## src/rtl/uart_alu_sequencer.sv

```systemverilog
// uart_alu_sequencer
//   Control stage between a UART receiver and an ALU/UART transmitter.
//   It collects operand A, operand B and an opcode from three received bytes.
//   It presents them to an external combinational ALU and captures the result.
//   It then starts the transmitter with a one-cycle pulse and waits for it to finish.
//   Corrupt, late or out-of-turn bytes are discarded and counted, and the count saturates.
//
// Ports
//   i_clock          system clock
//   i_reset          synchronous reset, active-low
//   i_rx_done        one-cycle pulse, i_rx_data/i_rx_parity_err valid
//   i_rx_data        received byte
//   i_rx_parity_err  parity error flag for the current byte
//   i_alu_result     combinational ALU result for o_alu_a/o_alu_b/o_alu_op
//   o_alu_a/b/op     operands and opcode presented to the ALU
//   o_tx_signal      one-cycle transmit start pulse
//   o_tx_data        byte to transmit, held until the next transaction
//   i_tx_done        one-cycle pulse, transmitter finished
//   o_busy           high whenever a transaction is in progress
//   o_drop           one-cycle pulse per discarded byte or transaction
//   o_drop_count     saturating count of o_drop pulses
module uart_alu_sequencer #(
  parameter int DATA_WIDTH     = 8,
  parameter int OP_WIDTH       = 6,
  parameter int TIMEOUT_CYCLES = 1000000,
  parameter int CNT_WIDTH      = 8
) (
  input  logic                  i_clock,
  input  logic                  i_reset,
  input  logic                  i_rx_done,
  input  logic [DATA_WIDTH-1:0] i_rx_data,
  input  logic                  i_rx_parity_err,
  input  logic [DATA_WIDTH-1:0] i_alu_result,
  output logic [DATA_WIDTH-1:0] o_alu_a,
  output logic [DATA_WIDTH-1:0] o_alu_b,
  output logic [OP_WIDTH-1:0]   o_alu_op,
  output logic                  o_tx_signal,
  output logic [DATA_WIDTH-1:0] o_tx_data,
  input  logic                  i_tx_done,
  output logic                  o_busy,
  output logic                  o_drop,
  output logic [CNT_WIDTH-1:0]  o_drop_count
);

  // TIMEOUT_CYCLES-1 is the largest value the counter ever holds.
  localparam int TMO_W = (TIMEOUT_CYCLES > 1) ? $clog2(TIMEOUT_CYCLES) : 1;
  localparam logic [TMO_W-1:0] TMO_LAST = TMO_W'(TIMEOUT_CYCLES - 1);

  typedef enum logic [2:0] {
    S_OP1,
    S_OP2,
    S_OPC,
    S_EXEC,
    S_SEND,
    S_WAIT_TX
  } state_t;

  state_t                state_q, state_d;
  logic [DATA_WIDTH-1:0] alu_a_q, alu_a_d;
  logic [DATA_WIDTH-1:0] alu_b_q, alu_b_d;
  logic [OP_WIDTH-1:0]   alu_op_q, alu_op_d;
  logic [DATA_WIDTH-1:0] tx_data_q, tx_data_d;
  logic                  tx_signal_q, tx_signal_d;
  logic                  busy_q, busy_d;
  logic                  drop_q, drop_d;
  logic [CNT_WIDTH-1:0]  drop_count_q, drop_count_d;
  logic [TMO_W-1:0]      tmo_q, tmo_d;

  logic rx_accept;
  logic tmo_expired;

  assign rx_accept   = i_rx_done & ~i_rx_parity_err;
  // A byte arriving on the expiry cycle wins over the timeout.
  assign tmo_expired = (tmo_q == TMO_LAST) & ~i_rx_done;

  always_comb begin
    state_d     = state_q;
    alu_a_d     = alu_a_q;
    alu_b_d     = alu_b_q;
    alu_op_d    = alu_op_q;
    tx_data_d   = tx_data_q;
    tx_signal_d = 1'b0;
    drop_d      = 1'b0;

    case (state_q)
      S_OP1: begin
        if (rx_accept) begin
          alu_a_d = i_rx_data;
          state_d = S_OP2;
        end else if (i_rx_done) begin
          drop_d = 1'b1;
        end
      end
      S_OP2: begin
        if (rx_accept) begin
          alu_b_d = i_rx_data;
          state_d = S_OPC;
        end else if (i_rx_done || tmo_expired) begin
          drop_d  = 1'b1;
          state_d = S_OP1;
        end
      end
      S_OPC: begin
        if (rx_accept) begin
          alu_op_d = i_rx_data[OP_WIDTH-1:0];
          state_d  = S_EXEC;
        end else if (i_rx_done || tmo_expired) begin
          drop_d  = 1'b1;
          state_d = S_OP1;
        end
      end
      S_EXEC: begin
        tx_data_d = i_alu_result;
        drop_d    = i_rx_done;
        state_d   = S_SEND;
      end
      S_SEND: begin
        // Registered, so the pulse appears in the cycle after leaving S_SEND.
        tx_signal_d = 1'b1;
        drop_d      = i_rx_done;
        state_d     = S_WAIT_TX;
      end
      S_WAIT_TX: begin
        drop_d = i_rx_done;
        if (i_tx_done) begin
          state_d = S_OP1;
        end
      end
      default: begin
        state_d = S_OP1;
      end
    endcase

    busy_d = (state_d != S_OP1);

    if (drop_d && (drop_count_q != {CNT_WIDTH{1'b1}})) begin
      drop_count_d = drop_count_q + CNT_WIDTH'(1);
    end else begin
      drop_count_d = drop_count_q;
    end

    // The counter restarts on every state change and only runs while
    // waiting for operand B or the opcode.
    if (state_d != state_q) begin
      tmo_d = '0;
    end else if ((state_q == S_OP2) || (state_q == S_OPC)) begin
      tmo_d = tmo_q + TMO_W'(1);
    end else begin
      tmo_d = '0;
    end
  end

  always_ff @(posedge i_clock) begin
    if (!i_reset) begin
      state_q      <= S_OP1;
      alu_a_q      <= '0;
      alu_b_q      <= '0;
      alu_op_q     <= '0;
      tx_data_q    <= '0;
      tx_signal_q  <= 1'b0;
      busy_q       <= 1'b0;
      drop_q       <= 1'b0;
      drop_count_q <= '0;
      tmo_q        <= '0;
    end else begin
      state_q      <= state_d;
      alu_a_q      <= alu_a_d;
      alu_b_q      <= alu_b_d;
      alu_op_q     <= alu_op_d;
      tx_data_q    <= tx_data_d;
      tx_signal_q  <= tx_signal_d;
      busy_q       <= busy_d;
      drop_q       <= drop_d;
      drop_count_q <= drop_count_d;
      tmo_q        <= tmo_d;
    end
  end

  assign o_alu_a      = alu_a_q;
  assign o_alu_b      = alu_b_q;
  assign o_alu_op     = alu_op_q;
  assign o_tx_data    = tx_data_q;
  assign o_tx_signal  = tx_signal_q;
  assign o_busy       = busy_q;
  assign o_drop       = drop_q;
  assign o_drop_count = drop_count_q;

endmodule

```

## config.mk

```make
export PLATFORM = sky130hd
export DESIGN_NAME = uart_alu_sequencer
export DESIGN_NICKNAME = d
export VERILOG_FILES = /design/src/rtl/uart_alu_sequencer.sv
export SDC_FILE = /design/constraint.sdc
export NUM_CORES = 1
export LEC_CHECK = 0
export ABC_CLOCK_PERIOD_IN_PS = 5840
export CAP_MARGIN = 20
export CORE_UTILIZATION = 54
export CTS_CLUSTER_DIAMETER = 40
export DETAILED_ROUTE_END_ITERATION = 7
export GPL_TIMING_DRIVEN = 0
export PLACE_DENSITY_LB_ADDON = 0.08
export SLEW_MARGIN = 20
export SYNTH_ARGS = -nofsm -noshare
export SYNTH_HDL_FRONTEND = slang
export SYNTH_SLANG_ARGS = --single-unit
```

## constraint.sdc

```tcl
create_clock -name i_clock -period 5.84 [get_ports i_clock]
set_input_delay 0.584 -clock i_clock [delete_from_list [all_inputs] [get_ports i_clock]]
set_output_delay 0.584 -clock i_clock [all_outputs]
set_load 0.005 [all_outputs]
```

==> results of run 1 <==
[cell families (layout without fill, tap and decap cells)]
logic type      count (synthesis)  count (layout)
buf+inv                        15              91
xor+xnor                       19              19
flops                          64              64
compound gates                 30              30
simple gates                  142             142
mux                            30              30
fa+ha+maj                       2               2
[per-stage QoR]
stage	total power [W]	util	hold slack (ns)	instance area, sq um
after floorplan	0.000487	-	0.430	2800
after global placement	0.000520	0.721	0.440	3490
after global routing	0.000930	0.763	0.493	3700
after detailed placement	0.000521	0.721	0.453	3490
after CTS	0.000908	0.763	0.467	3700
final	0.000900	0.763	0.466	3700
[cells in the mapped netlist, types with 2 or more instances]
| cell | instances |
|---|---|
| dfxtp_1 | 64 |
| nand2_1 | 44 |
| mux2i_1 | 30 |
| nor2_1 | 29 |
| nor2b_1 | 25 |
| a21boi_0 | 11 |
| xor2_1 | 11 |
| nand2b_1 | 10 |
| nand3_1 | 10 |
| xnor2_1 | 8 |
| a21oi_1 | 7 |
| nand4_1 | 6 |
| buf_2 | 4 |
| clkbuf_1 | 4 |
| inv_1 | 4 |
| and3_1 | 3 |
| nor4_1 | 3 |
| o21ai_0 | 3 |
| ha_1 | 2 |
| nor3_1 | 2 |
[critical path, cell delays in order]
cell and delay (ns):
clkdlybuf4s50_1 0.60, nor3b_1 0.49, nand2_1 0.45, mux2i_1 0.29, nor2b_1 0.07
[power by group through the flow]
| stage | logic [W] | clock network (W) | registers (W) |
|---|---|---|---|
| global route | 0.0000707 | 0.000412 | 0.000447 |
| finish | 0.0000644 | 0.000389 | 0.000447 |
| CTS | 0.0000647 | 0.000396 | 0.000447 |
| global placement | 0.0000633 | 0 | 0.000457 |
| detailed placement | 0.0000643 | 0 | 0.000457 |
| floorplan | 0.0000300 | 0 | 0.000457 |
[routing by layer]
metal,vias up,global-route usage,wire (microns)
li1,1171,-,-
met1,1062,0.284,2670
met2,57,0.376,2700
met3,12,0.0569,261
met4,0,0.124,131
met5,-,0,0
[flip-flops by register name (all words and copies together) (netlist names)]
name and count:
o_alu_b 8, o_tx_signal 1, o_drop 1, o_tx_data 8, o_busy 1, o_drop_count 8, o_alu_op 6, tmo_q 20
state_q 3, o_alu_a 8
[path summary, 6_finish.rpt]
path                                                     end                 startpoint  slack [ns]  cells past startpoint
worst max-delay path                 o_alu_b[1]$_SDFFE_PN0P_                  i_rx_done        3.57                      5
worst min-delay path               o_tx_data[3]$_SDFFE_PN0P_  o_tx_data[3]$_SDFFE_PN0P_        0.47                      2
worst max register to register  o_drop_count[4]$_SDFFE_PN0P_        tmo_q[0]$_SDFF_PP0_        3.79                      6
worst min register to register     o_tx_data[3]$_SDFFE_PN0P_  o_tx_data[3]$_SDFFE_PN0P_        0.47                      2
[cell type report]
type | count | area, sq um | area share
multi-input cells | 223 | 1440 | 0.389
flip-flops and latches | 64 | 1280 | 0.346
repair buffers | 61 | 611 | 0.165
clock buffers | 12 | 165 | 0.0447
well taps | 67 | 83.8 | 0.0227
plain buffers | 11 | 62.6 | 0.0169
clock inverters | 3 | 40.0 | 0.0108
inverters | 4 | 15.0 | 0.00406
==> flow_metrics.tcl, run 1 <==
set metrics [dict create \
    outcome "completed" \
    fmax_mhz 440 \
    place_congestion 0.786 \
    synthXorXnorAreaFrac 0.0595 \
    drive_gt1_frac 0.0741 \
    path_clk_slew_ns 0.07 \
    finalSetupTns_ns 0 \
    ys_types 42 \
    die_y_microns 74.0 \
    critical_path_class "input pin to flip-flop" \
    fin_crit_sh 0.389 \
    numPortBuffers 61 \
    cts_buffers 9 \
    final-setup-viol-count 0 \
    syn_nets 325 \
    async_reset_ff_frac 0 \
    initial_core_util 0.577 \
    clkPwrFrac 0.432 \
    remaining_drc_errors 0 \
    synthMuxAreaShare 0.107 \
    worst_slack_ns 3.57 \
    cts_sinks 64 \
    diodes 0 \
    hold_viol 0 \
    power_frac_comb 0.072 \
    slew_viol_final 0 \
    grt_pass1_vias 2166 \
    cts_tree "done" \
    internal-power_w 0.000709 \
    required_ns 6.06 \
    synth.area.top_cells "dfxtp_1 (46%), mux2i_1 (11%), nand2_1 (5.9%)" \
    fin_skew_ns 0.00493 \
    cp_data_arrival_time_ns 2.49 \
    clk_latency_ns 0.33 \
    switchingPower_w 0.000191 \
    dp_hpwl_mm 4.10 \
    pre_cts_ws_ns 3.25 \
    cp_max_fo 8 \
    clk_root_buffer_cell "clkbuf_8" \
    ioPinCount 62 \
    overflow 0 \
    drv_cap 0 \
    power.leakage_nw 1.40 \
    cp-end-kind "flip-flop" \
    ys_warn_count 0 \
    fin_cells 445 \
    post_cts_buffers 0 \
    cts_hold_buf 0 \
    dr.pass1.iters 4 \
    first_iter_violations 101 \
    die_w_microns 74.0 \
    yosys.area_share.simple 0.262 \
    synth_compound_area_frac 0.0764 \
    drt.antenna.violating_nets 0 \
    syn_area_sq_mm 0.00280 \
    die-area_sq_mm 0.00548 \
    period_needed_ns 2.27 \
    rows 25 \
    grt_max_degree 11 \
    rsz0062_at_grt "no" \
    crit_path_start_kind "input pin" \
    ys_ff_latch 64 \
    track_usage 0.232 \
    dp.cells 430 \
    wl_mm 5.76 \
    synth-edff-count 0 \
    h-tree-depth 3 \
    post_cts_resized 0 \
    final_common_cell "dfxtp_1" \
    grt_antenna_before_repair 0 \
    synth_top_area_cell "dfxtp_1" \
    netlist_instances 302 \
    netSwitchingFraction 0.213 \
    yosysSeqAreaShare 0.458 \
    viasPerCell 5.17 \
    layout_common_cells "dfxtp_1 (64), clkdlybuf4s50_1 (61), nand2_1 (44), mux2i_1 (30), nor2_1 (29)" \
    maxSlewHeadroom 0.540 \
    synth-adder-area-share 0.00894 \
    postSynthAreaPerCell_sq_um 9.27 \
    synthFlopType "dfxtp_1" \
    final_nets 397 \
    worst_pin_slew_ns 0.683 \
    hp-class "flip-flop to flip-flop" \
    fp.coreArea_sq_mm 0.00485 \
    seq_power_share 0.497 \
    wl_per_cell_microns 12.9 \
    clock_path_buffers 2 \
    vias 2302 \
    synth_top_family_by_area "simple AND/OR/NAND/NOR gates" \
    p_per_area_mw_per_mm2 243 \
    area_growth_pct 32.1 \
    yosys.area.top_type_share 0.458 \
    grt_pass1_wl_mm 9.57 \
    fillers 366 \
    ir_worst_vdd_mv 0.145 \
]
Power figures use the tool's default switching activity.
==> run 2, diff against run 1 <==
--- a/config.mk
+++ b/config.mk
@@ -5,9 +5,9 @@
 export SDC_FILE = /design/constraint.sdc
 export NUM_CORES = 1
 export LEC_CHECK = 0
-export ABC_CLOCK_PERIOD_IN_PS = 5840
+export ABC_CLOCK_PERIOD_IN_PS = 2400
 export CAP_MARGIN = 20
-export CORE_UTILIZATION = 54
+export CORE_UTILIZATION = 50
 export CTS_CLUSTER_DIAMETER = 40
 export DETAILED_ROUTE_END_ITERATION = 7
 export GPL_TIMING_DRIVEN = 0
==> constraint.sdc (replaced) <==
create_clock -name i_clock -period 2.4 [get_ports i_clock]
set_input_delay 0.24 -clock i_clock [delete_from_list [all_inputs] [get_ports i_clock]]
set_output_delay 0.24 -clock i_clock [all_outputs]
set_load 0.005 [all_outputs]
==> run 2 against run 1 <==
  * Global-route usage is 2.6 points lower
  * Clock skew is 0.0020 ns higher
  * Critical path type is now flip-flop to flip-flop
  * Sequential cell count stayed put
  * Routed wire length is 2.4% lower
  * Core utilization is 5.7 points lower
  * Clock power is 130% higher
  * Register-to-register slack worse by 3.5 ns
  * Die area is 7.8% higher
  * Sequential power is 140% higher
  * Setup slack worse by 3.3 ns
==> flow_metrics.tcl, run 2 (synthesis gave the netlist of run 1 again) <==
set metrics [dict create \
    ioPinCount 62 \
    vias 2294 \
    h-tree-depth 3 \
    first_iter_violations 81 \
    fillers 435 \
    post_cts_resized 0 \
    cp-end-kind "flip-flop" \
    wl_mm 5.62 \
    final-setup-viol-count 0 \
    drv_cap 0 \
    crit_path_start_kind "flip-flop" \
    layout_common_cells "dfxtp_1 (64), clkdlybuf4s50_1 (61), nand2_1 (44), mux2i_1 (30), nor2_1 (29)" \
    grt_max_degree 11 \
    dr.pass1.iters 4 \
    post_cts_buffers 0 \
    clk_root_buffer_cell "clkbuf_8" \
    path_clk_slew_ns 0.07 \
    area_growth_pct 32.1 \
    diodes 0 \
    cts_buffers 9 \
    cp_max_fo 8 \
    pre_cts_ws_ns 0.135 \
    worst_slack_ns 0.314 \
    wl_per_cell_microns 12.5 \
    track_usage 0.205 \
    fin_skew_ns 0.00695 \
    power.leakage_nw 1.40 \
    critical_path_class "flip-flop to flip-flop" \
    cp_data_arrival_time_ns 2.35 \
    dp_hpwl_mm 3.96 \
    slew_viol_final 0 \
    viasPerCell 5.11 \
    placed_cell_area_sq_mm 0.00350 \
    maxSlewHeadroom 0.525 \
    numPortBuffers 61 \
    outcome "completed" \
    rsz0062_at_grt "no" \
    required_ns 2.66 \
    initial_core_util 0.534 \
    hp-class "flip-flop to flip-flop" \
    remaining_drc_errors 0 \
    fin_crit_sh 0.869 \
    cts_tree "done" \
    clock_path_buffers 2 \
    cpPeakStageDelay_ns 0.45 \
    largest_reg_flops 20 \
    grt_pass1_vias 2102 \
    cts_hold_buf 0 \
    drt.antenna.violating_nets 0 \
    die_w_microns 76.8 \
    cts_sinks 64 \
    dp.cells 433 \
    period_needed_ns 2.09 \
    grt_antenna_before_repair 0 \
    hold_viol 0 \
    ir_worst_vdd_mv 0.367 \
    finalSetupTns_ns 0 \
    place_congestion 0.796 \
    final_nets 397 \
    die_y_microns 76.8 \
    cp_slowest_cell "nor4_4" \
    die-area_sq_mm 0.00590 \
    fmax_mhz 479 \
    cp_top_family "simple AND/OR/NAND/NOR gates" \
    final_cell_area_sq_mm 0.00370 \
    overflow 0 \
    grt_pass1_wl_mm 9.65 \
    fin_cells 449 \
    p_per_area_mw_per_mm2 582 \
    final_common_cell "dfxtp_1" \
    clk_latency_ns 0.33 \
    crit_chain "ha_1 > nand3_1 > nor4_4 > nand3_4 > a221oi_2 > mux2i_1" \
    critPathBufInv 0 \
    drive_gt1_frac 0.0712 \
    worst_pin_slew_ns 0.706 \
    fp.coreArea_sq_mm 0.00524 \
    largest-register "tmo_q" \
    rows 26 \
]
-- run 2: changes by cell type in the layout (fill, tap and decap cells not counted), sizes merged --
cell,before,now
clkbuf,16,17
-- run 2: worst min-delay path: stages (launching register included) --
cell	delay (ns)
dfxtp_1	0.31
nand2_1	0.04
a21boi_0	0.06
-- run 2: final timing paths --
kind | end | slack (ns) | depth (start not counted) | from
worst min register to register | o_tx_data[4]$_SDFFE_PN0P_ | 0.46 | 2 | o_tx_data[4]$_SDFFE_PN0P_
worst max-delay path | o_drop_count[4]$_SDFFE_PN0P_ | 0.31 | 6 | tmo_q[0]$_SDFF_PP0_
worst min-delay path | o_tx_data[4]$_SDFFE_PN0P_ | 0.46 | 2 | o_tx_data[4]$_SDFFE_PN0P_
worst max register to register | o_drop_count[4]$_SDFFE_PN0P_ | 0.31 | 6 | tmo_q[0]$_SDFF_PP0_
-- run 2: area by class of cell --
| type | count | area [sq um] | share of cell area |
|---|---|---|---|
| plain buffers | 11 | 62.6 | 0.0169 |
| clock buffers | 13 | 159 | 0.0430 |
| clock inverters | 3 | 40.0 | 0.0108 |
| inverters | 4 | 15.0 | 0.00406 |
| multi-input cells | 223 | 1440 | 0.390 |
| flip-flops and latches | 64 | 1280 | 0.347 |
| well taps | 70 | 87.6 | 0.0237 |
| repair buffers | 61 | 611 | 0.165 |
-- run 2: through the flow --
step                power (W)  hold WS, ns   util
floorplan             0.00118        0.384      -
global placement      0.00127        0.439  0.668
detailed placement    0.00127        0.454  0.668
CTS                   0.00218        0.452  0.706
global route          0.00225        0.477  0.706
finish                0.00215        0.462  0.706
-- run 2: layer usage --
layer  part of all wire  track usage  vias up
met2               0.45        0.328       56
met1               0.48        0.257     1059
met4              0.013       0.0577        0
li1                   -            -     1172
met3              0.049       0.0786        7
met5                  0            0        -
-- run 2: power breakdown --
| group | internal [W] | switching [W] | total [W] |
|---|---|---|---|
| Sequential | 0.00108 | 0.00000888 | 0.00109 |
| Clock | 0.000534 | 0.000374 | 0.000908 |
| Combinational | 0.0000905 | 0.0000671 | 0.000158 |
| Total | 0.00170 | 0.000450 | 0.00215 |
